==> src/rtl/qarctan_sched_pkg.sv <==
// Shared types and helpers for the qarctan scheduler.
//   ch_t   : channel id (CH0/CH1)
//   tag_t  : {valid, ch} carried alongside each issue through the core latency
//   cred_w : width needed to hold a credit count of 0..depth
package qarctan_sched_pkg;

  localparam int DATA_WIDTH_DEF = 32;

  typedef enum logic {CH0 = 1'b0, CH1 = 1'b1} ch_t;

  typedef struct packed {
    logic valid;
    ch_t  ch;
  } tag_t;

  function automatic int cred_w(input int depth);
    return $clog2(depth + 1);
  endfunction

endpackage

==> src/rtl/qarctan_sched_if.sv <==
// Bundle of the per-channel FIFO, core and output-FIFO signals of the scheduler.
//   master : scheduler side (pops input FIFOs, issues to core, writes angles)
//   slave  : environment side (FIFOs and the qarctan core)
interface qarctan_sched_if import qarctan_sched_pkg::*; #(
  parameter int DATA_WIDTH = DATA_WIDTH_DEF
);
  logic                  ch0_empty, ch1_empty;
  logic                  ch0_rd_en, ch1_rd_en;
  logic [DATA_WIDTH-1:0] ch0_i_dout, ch0_r_dout, ch1_i_dout, ch1_r_dout;
  logic                  core_valid_in;
  logic [DATA_WIDTH-1:0] core_i, core_r;
  logic                  core_valid_out;
  logic [DATA_WIDTH-1:0] core_angle;
  logic                  ch0_out_wr_en, ch1_out_wr_en;
  logic [DATA_WIDTH-1:0] ch0_out_din, ch1_out_din;
  logic                  ch0_out_rd_en, ch1_out_rd_en;

  modport master (
    input  ch0_empty, ch1_empty, ch0_i_dout, ch0_r_dout, ch1_i_dout, ch1_r_dout,
           core_valid_out, core_angle, ch0_out_rd_en, ch1_out_rd_en,
    output ch0_rd_en, ch1_rd_en, core_valid_in, core_i, core_r,
           ch0_out_wr_en, ch1_out_wr_en, ch0_out_din, ch1_out_din
  );

  modport slave (
    output ch0_empty, ch1_empty, ch0_i_dout, ch0_r_dout, ch1_i_dout, ch1_r_dout,
           core_valid_out, core_angle, ch0_out_rd_en, ch1_out_rd_en,
    input  ch0_rd_en, ch1_rd_en, core_valid_in, core_i, core_r,
           ch0_out_wr_en, ch1_out_wr_en, ch0_out_din, ch1_out_din
  );
endinterface

==> src/rtl/qarctan_credit_ctr.sv <==
// Per-channel output-FIFO credit counter.
//   clock, reset : rising-edge clock, synchronous active-low reset (count -> DEPTH)
//   dec          : a sample was granted (one output slot reserved)
//   inc          : consumer popped the output FIFO (one slot returned)
//   count        : credits available
//   ovf          : sticky, a return arrived while already at DEPTH
module qarctan_credit_ctr import qarctan_sched_pkg::*; #(
  parameter int DEPTH = 8,
  parameter int W     = cred_w(DEPTH)
) (
  input  logic         clock,
  input  logic         reset,
  input  logic         inc,
  input  logic         dec,
  output logic [W-1:0] count,
  output logic         ovf
);
  localparam logic [W-1:0] FULL = W'(DEPTH);

  always_ff @(posedge clock) begin
    if (!reset) begin
      count <= FULL;
      ovf   <= 1'b0;
    end else begin
      unique case ({inc, dec})
        2'b10: if (count == FULL) ovf <= 1'b1;
               else               count <= count + W'(1);
        // grant is only given with credit > 0; guard keeps the counter sane anyway
        2'b01: if (count != '0)   count <= count - W'(1);
        default: ;  // idle, or reserve and return in the same cycle
      endcase
    end
  end
endmodule

==> src/rtl/qarctan_sched.sv <==
// Round-robin scheduler sharing one fixed-latency qarctan core between two
// channels. A {valid, ch} tag rides a CORE_LATENCY-deep shift register next to
// the core so each result is written to the channel that issued it.
//   clock, reset : rising-edge clock, synchronous active-low reset
//   enable       : allow new grants (in-flight work always drains)
//   bus          : FIFO / core / output-FIFO signals (master side)
//   busy         : an issue is in flight (core input or any tag stage)
//   err          : sticky [0] orphan core result, [1] credit overflow
module qarctan_sched import qarctan_sched_pkg::*; #(
  parameter int DATA_WIDTH   = DATA_WIDTH_DEF,
  parameter int CORE_LATENCY = 8,
  parameter int OUT_DEPTH    = 8
) (
  input  logic                   clock,
  input  logic                   reset,
  input  logic                   enable,
  qarctan_sched_if.master        bus,
  output logic                   busy,
  output logic [1:0]             err
);
  localparam int CW = cred_w(OUT_DEPTH);

  logic [1:0]                 empty, elig, grant, out_rd, wr_en, ovf;
  logic [1:0][DATA_WIDTH-1:0] i_head, r_head, out_din;
  logic [1:0][CW-1:0]         credit;
  logic                       core_vin, orphan;
  logic [DATA_WIDTH-1:0]      core_i, core_r;
  ch_t                        last_ch;   // channel of the most recent grant (RR pointer and issue tag)
  tag_t [CORE_LATENCY-1:0]    tag_pipe;
  tag_t                       tag_out;

  assign empty     = {bus.ch1_empty, bus.ch0_empty};
  assign out_rd    = {bus.ch1_out_rd_en, bus.ch0_out_rd_en};
  assign i_head[0] = bus.ch0_i_dout;
  assign i_head[1] = bus.ch1_i_dout;
  assign r_head[0] = bus.ch0_r_dout;
  assign r_head[1] = bus.ch1_r_dout;

  for (genvar n = 0; n < 2; n++) begin : g_ch
    // reset gates eligibility so rd_en is 0 while reset is held
    assign elig[n] = reset && enable && !empty[n] && (credit[n] != '0);

    qarctan_credit_ctr #(.DEPTH(OUT_DEPTH), .W(CW)) u_cred (
      .clock (clock),
      .reset (reset),
      .inc   (out_rd[n]),
      .dec   (grant[n]),
      .count (credit[n]),
      .ovf   (ovf[n])
    );
  end

  // Single eligible channel wins outright; on a tie the one not granted last wins.
  always_comb begin
    grant = elig;
    if (elig == 2'b11) grant = (last_ch == CH0) ? 2'b10 : 2'b01;
  end

  assign bus.ch0_rd_en = grant[0];
  assign bus.ch1_rd_en = grant[1];

  // Issue: operands hold their last value when idle.
  always_ff @(posedge clock) begin
    if (!reset) begin
      core_vin <= 1'b0;
      core_i   <= '0;
      core_r   <= '0;
      last_ch  <= CH1;   // ch0 wins the first tie
    end else begin
      core_vin <= |grant;
      if (|grant) begin
        last_ch <= ch_t'(grant[1]);
        core_i  <= grant[1] ? i_head[1] : i_head[0];
        core_r  <= grant[1] ? r_head[1] : r_head[0];
      end
    end
  end

  // Stage 0 captures the tag of the issue currently on the core input, so the
  // last stage lines up with core_valid_out CORE_LATENCY cycles later.
  always_ff @(posedge clock) begin
    if (!reset) begin
      tag_pipe <= '0;
    end else begin
      tag_pipe[0] <= {core_vin, last_ch};
      for (int s = 1; s < CORE_LATENCY; s++) tag_pipe[s] <= tag_pipe[s-1];
    end
  end

  assign tag_out = tag_pipe[CORE_LATENCY-1];

  // Return: a valid tag without core_valid_out is simply dropped.
  always_ff @(posedge clock) begin
    if (!reset) begin
      wr_en   <= '0;
      out_din <= '0;
      orphan  <= 1'b0;
    end else begin
      wr_en <= '0;
      if (bus.core_valid_out) begin
        if (tag_out.valid) begin
          wr_en[tag_out.ch]   <= 1'b1;
          out_din[tag_out.ch] <= bus.core_angle;
        end else begin
          orphan <= 1'b1;
        end
      end
    end
  end

  assign bus.core_valid_in = core_vin;
  assign bus.core_i        = core_i;
  assign bus.core_r        = core_r;
  assign bus.ch0_out_wr_en = wr_en[0];
  assign bus.ch1_out_wr_en = wr_en[1];
  assign bus.ch0_out_din   = out_din[0];
  assign bus.ch1_out_din   = out_din[1];

  always_comb begin
    busy = core_vin;
    for (int s = 0; s < CORE_LATENCY; s++) busy = busy | tag_pipe[s].valid;
  end

  assign err = {|ovf, orphan};
endmodule

==> src/flat_wrapper.sv <==
// flat-port wrapper written by rule: the top's interface ports become plain ports
module qarctan_sched_flat import qarctan_sched_pkg::*;
#(
  parameter int DATA_WIDTH   = DATA_WIDTH_DEF,
  parameter int CORE_LATENCY = 8,
  parameter int OUT_DEPTH    = 8
)
  (clock, reset, enable, busy, err, bus_ch0_empty, bus_ch1_empty, bus_ch0_i_dout, bus_ch0_r_dout, bus_ch1_i_dout, bus_ch1_r_dout, bus_core_valid_out, bus_core_angle, bus_ch0_out_rd_en, bus_ch1_out_rd_en, bus_ch0_rd_en, bus_ch1_rd_en, bus_core_valid_in, bus_core_i, bus_core_r, bus_ch0_out_wr_en, bus_ch1_out_wr_en, bus_ch0_out_din, bus_ch1_out_din);
  qarctan_sched_if #(.DATA_WIDTH(DATA_WIDTH)) bus_i ();
  input  logic clock;
  input  logic reset;
  input  logic enable;
  output logic busy;
  output logic [1:0] err;
  input wire logic [$bits(bus_i.ch0_empty)-1:0] bus_ch0_empty;
  input wire logic [$bits(bus_i.ch1_empty)-1:0] bus_ch1_empty;
  input wire logic [$bits(bus_i.ch0_i_dout)-1:0] bus_ch0_i_dout;
  input wire logic [$bits(bus_i.ch0_r_dout)-1:0] bus_ch0_r_dout;
  input wire logic [$bits(bus_i.ch1_i_dout)-1:0] bus_ch1_i_dout;
  input wire logic [$bits(bus_i.ch1_r_dout)-1:0] bus_ch1_r_dout;
  input wire logic [$bits(bus_i.core_valid_out)-1:0] bus_core_valid_out;
  input wire logic [$bits(bus_i.core_angle)-1:0] bus_core_angle;
  input wire logic [$bits(bus_i.ch0_out_rd_en)-1:0] bus_ch0_out_rd_en;
  input wire logic [$bits(bus_i.ch1_out_rd_en)-1:0] bus_ch1_out_rd_en;
  output wire logic [$bits(bus_i.ch0_rd_en)-1:0] bus_ch0_rd_en;
  output wire logic [$bits(bus_i.ch1_rd_en)-1:0] bus_ch1_rd_en;
  output wire logic [$bits(bus_i.core_valid_in)-1:0] bus_core_valid_in;
  output wire logic [$bits(bus_i.core_i)-1:0] bus_core_i;
  output wire logic [$bits(bus_i.core_r)-1:0] bus_core_r;
  output wire logic [$bits(bus_i.ch0_out_wr_en)-1:0] bus_ch0_out_wr_en;
  output wire logic [$bits(bus_i.ch1_out_wr_en)-1:0] bus_ch1_out_wr_en;
  output wire logic [$bits(bus_i.ch0_out_din)-1:0] bus_ch0_out_din;
  output wire logic [$bits(bus_i.ch1_out_din)-1:0] bus_ch1_out_din;
  assign bus_i.ch0_empty = bus_ch0_empty;
  assign bus_i.ch1_empty = bus_ch1_empty;
  assign bus_i.ch0_i_dout = bus_ch0_i_dout;
  assign bus_i.ch0_r_dout = bus_ch0_r_dout;
  assign bus_i.ch1_i_dout = bus_ch1_i_dout;
  assign bus_i.ch1_r_dout = bus_ch1_r_dout;
  assign bus_i.core_valid_out = bus_core_valid_out;
  assign bus_i.core_angle = bus_core_angle;
  assign bus_i.ch0_out_rd_en = bus_ch0_out_rd_en;
  assign bus_i.ch1_out_rd_en = bus_ch1_out_rd_en;
  assign bus_ch0_rd_en = bus_i.ch0_rd_en;
  assign bus_ch1_rd_en = bus_i.ch1_rd_en;
  assign bus_core_valid_in = bus_i.core_valid_in;
  assign bus_core_i = bus_i.core_i;
  assign bus_core_r = bus_i.core_r;
  assign bus_ch0_out_wr_en = bus_i.ch0_out_wr_en;
  assign bus_ch1_out_wr_en = bus_i.ch1_out_wr_en;
  assign bus_ch0_out_din = bus_i.ch0_out_din;
  assign bus_ch1_out_din = bus_i.ch1_out_din;
  qarctan_sched #(.DATA_WIDTH(DATA_WIDTH), .CORE_LATENCY(CORE_LATENCY), .OUT_DEPTH(OUT_DEPTH)) u_core (.clock(clock), .reset(reset), .enable(enable), .bus(bus_i), .busy(busy), .err(err));
endmodule
==> config.mk <==
export PLATFORM = sky130hd
export DESIGN_NAME = qarctan_sched_flat
export DESIGN_NICKNAME = d
export VERILOG_FILES = /design/src/rtl/qarctan_sched_pkg.sv /design/src/rtl/qarctan_sched_if.sv /design/src/rtl/qarctan_credit_ctr.sv /design/src/rtl/qarctan_sched.sv /design/src/flat_wrapper.sv
export SDC_FILE = /design/constraint.sdc
export NUM_CORES = 1
export LEC_CHECK = 0
export ABC_AREA = 1
export CAP_MARGIN = 10
export CORE_AREA = 2 2 127 129
export DETAILED_ROUTE_END_ITERATION = 10
export DIE_AREA = 0 0 129 131
export PLACE_DENSITY_LB_ADDON = 0.3
export SLEW_MARGIN = 20
export SYNTH_ARGS = -nofsm -noshare
export SYNTH_HDL_FRONTEND = slang
export SYNTH_SLANG_ARGS = --single-unit
export TNS_END_PERCENT = 20
==> constraint.sdc <==
create_clock -name clock -period 2.13 [get_ports clock]
set_clock_uncertainty 0.15 [all_clocks]
set_input_delay 0.213 -clock clock [delete_from_list [all_inputs] [get_ports clock]]
set_output_delay 0.213 -clock clock [all_outputs]
set_load 0.005 [all_outputs]
==> metrics.txt <==
Req. time, crit path=1770 ps; row cnt=46; final WL=20400 µm; ys async rst share=0%; RSZ-0062 raised after global routing=no; first-pass GRT wire length=30900 µm; gp weighted congestion=0.804; number of flops mapped to enable cells by yosys=0; Synth Register Bits=159; # DRC=0; die width=129 µm; Reg-to-Reg End=u_core.bus.core_i[3]$_SDFFE_PN0P_; pin count of the biggest net entering global routing=121; number of port buffers=303; total gr overflow=0; area grow syn2layout=63.6%; top cell type by total area after synthesis=dfxtp_1; Root Driver=clkbuf_16; power per cell area=799 nW/µm²; antenna diode count=0; vias per cell=4.93; hold crit path type=primary input to register; endpoint type of the worst setup path=primary output; Fin Setup TNS=0 ps; 1st-pass router iterations=4; Synth cell types=25; Pleak=4.09 nW; final instance area=10200 µm²; r2r startpoint=u_core.g_ch[0].u_cred.count[0]$_SDFFE_PN0P_; full die area=16900 µm²; Power Total=8.15 mW; DPL Wire Length=14100 µm; critical path type=register to primary output; Worst Setup EP=bus_ch0_rd_en; beginning of the critical path=u_core.g_ch[1].u_cred.count[1]$_SDFFE_PN0P_; Max Buffers Root-to-Sink=2; Post-Synthesis Cells=829; core area=15600 µm²; vias=6646; H-tree depth=4; share of cells above drive strength 1=7.68%; initial antenna violation count=0; Placement Cell Area=9560 µm²; Synth Flop Type=dfxtp_1; WL per Instance=15.1 µm; GRT Resource Usage Total=23.3%; initial drt markers=349; reg2reg path depth=8; syn_area_per_cell=7.52 µm²; fin worst setup slack=113 ps; status=completed; top cell type's share of synthesized area=51.0%; top-count cell post-synth=dfxtp_1; clock latency on the worst-skew pair=410 ps; warnings from Yosys=0; io pins=304; FF-to-FF setup slack=120 ps; top cells by count, synth=dfxtp_1, nor2_1, o21ai_1, nand3_1, nand2_1; fin crit share=94.7%; Synthesized Nets=999; pre-CTS setup slack=-98.7 ps; synth top area cells=dfxtp_1, o21ai_1, nand3_1; CTS buffer count=17; Max-slew headroom=57.1%; DIE HEIGHT=131 µm; CTS sink cnt=159; crit-path max FO=3; # hold bufs at CTS=0; startpoint type of the worst setup path=register; VDD IR-drop max=572 µV; Max Cap Viol=0; CP arrival=1650 ps; Setup-failing EPs final=0; CTS tree=done; Synth Cell Area=6240 µm²; Worst-Margin Slew=643 ps; vias in the first global route=6208; Slew Limit Fails=0; final hold vios=0; Final Critical Period=2020 ps; sequential-to-total area share from yosys stat=51.0%; Initial Utilization=40.0%; Post-DRT Antenna Nets=0; clk slew on worst S/H paths=60 ps; fin nets=1290; Achievable Freq=0.496 GHz
-- registers in the layout, summed over array words and instances, names as in the netlist, 8 cells and up --
name	flops
u_core.bus.core_r	32
u_core.bus.ch0_out_din	32
u_core.bus.ch1_out_din	32
u_core.tag_pipe	14
u_core.g_ch.u_cred.count	8
u_core.bus.core_i	32
-- critical path, cell delays in order (launching register included) --
cell           delay, ps
dfxtp_1              310
nor2_2               150
nand2_1               80
nand2_1               90
inv_2                 60
nand2_2               70
nand2_2               50
buf_4                130
inv_2                 60
dlygate4sd2_1        240
-- cells by family (layout without fill, tap and decap cells) --
kind of cell             count (synthesis)  in the layout  share of synthesized area [%]
AND/OR/NAND/NOR                        356            356                           24.4
AO/OA/AOI/OAI                          206            206                           16.7
flip-flops                             159            159                           51.0
buffers and inverters                  103            407                           7.04
XOR/XNOR                                 3              3                          0.421
adder cells (fa/ha/maj)                  2              2                          0.401
-- placed cells by master, fill, tap and decap left out, types with 2 or more instances in the layout --
cell             Yosys  final
clkdlybuf4s50_1      0    300
o21ai_1            111    111
dfxtp_2              0      3
xnor2_1              2      2
clkbuf_8             0      2
clkbuf_16            0     17
inv_2                5      5
clkinvlp_4           0      3
nor2_1             144    142
nand2_1             86     84
a21oi_1             40     40
clkinv_4             0      2
nand4_1              5      5
o21ai_0             52     52
inv_1               37     37
buf_4                8     25
clkbuf_1            31      2
nand3_2              2      2
nand3_1            108    108
dfxtp_1            159    155
buf_12               0      6
bufinv_16            0      3
nor2_2               4      5
nand2_2              5      7
ha_1                 2      2
-- cell type report --
type                    instances  area [µm²]
clock inverters                11         155
clock buffers                  21         460
flip-flops and latches        159        3190
repair buffers                333        3330
inverters                      42         158
fillers                      1365        5400
multi-input cells             567        2640
well taps                     216         270
-- per-layer routing --
layer / global-route usage [%] / wire [µm] / up-vias / share of wire (%)
li1: - / - / 3331 / -
met1: 26.7 / 8190 / 3021 / 40
met2: 39.9 / 10100 / 267 / 49
met3: 8.27 / 1680 / 27 / 8.3
met4: 9.02 / 424 / 0 / 2.1
met5: 0 / 0 / - / 0
-- timing repair --
action	4_1_cts	5_1_grt
buffers inserted	0	1
gates resized for setup	2	8
cloned	0	0
pin swaps	1	3
endpoints found under the setup margin	2	7
-- how the worst min path moves through the flow --
| stage | from | to | slack [ps] | cells after the start |
|---|---|---|---|---|
| after floorplan | bus_core_angle[0] | u_core.bus.ch0_out_din[0]$_SDFFE_PN0P_ | 200 | 2 |
| after global placement | u_core.tag_pipe[12]$_SDFF_PN0_ | u_core.tag_out[0]$_SDFF_PN0_ | 240 | 2 |
| after detailed placement | u_core.tag_pipe[8]$_SDFF_PN0_ | u_core.tag_pipe[10]$_SDFF_PN0_ | 250 | 2 |
| after CTS | reset | u_core.g_ch[0].u_cred.count[3]$_SDFFE_PN1P_ | 180 | 3 |
| after global routing | reset | u_core.g_ch[0].u_cred.count[3]$_SDFFE_PN1P_ | 200 | 3 |
| final | reset | u_core.g_ch[0].u_cred.count[3]$_SDFFE_PN1P_ | 180 | 3 |
-- power by group --
group,switching (mW),internal [mW],leakage (nW)
clock network,1.24,1.92,0.292
registers,0.151,3.23,1.30
logic,0.714,0.892,2.50
-- per-stage QoR --
step                hold WS [ps]  util [%]  cells
detailed placement           249      61.3   1316
global placement             244      61.3   1316
floorplan                    198         -    829
global route                 196      65.4   1349
CTS                          182      65.2   1348
finish                       176      65.4   1349
Note: power is estimated with default switching activity, not from simulation.
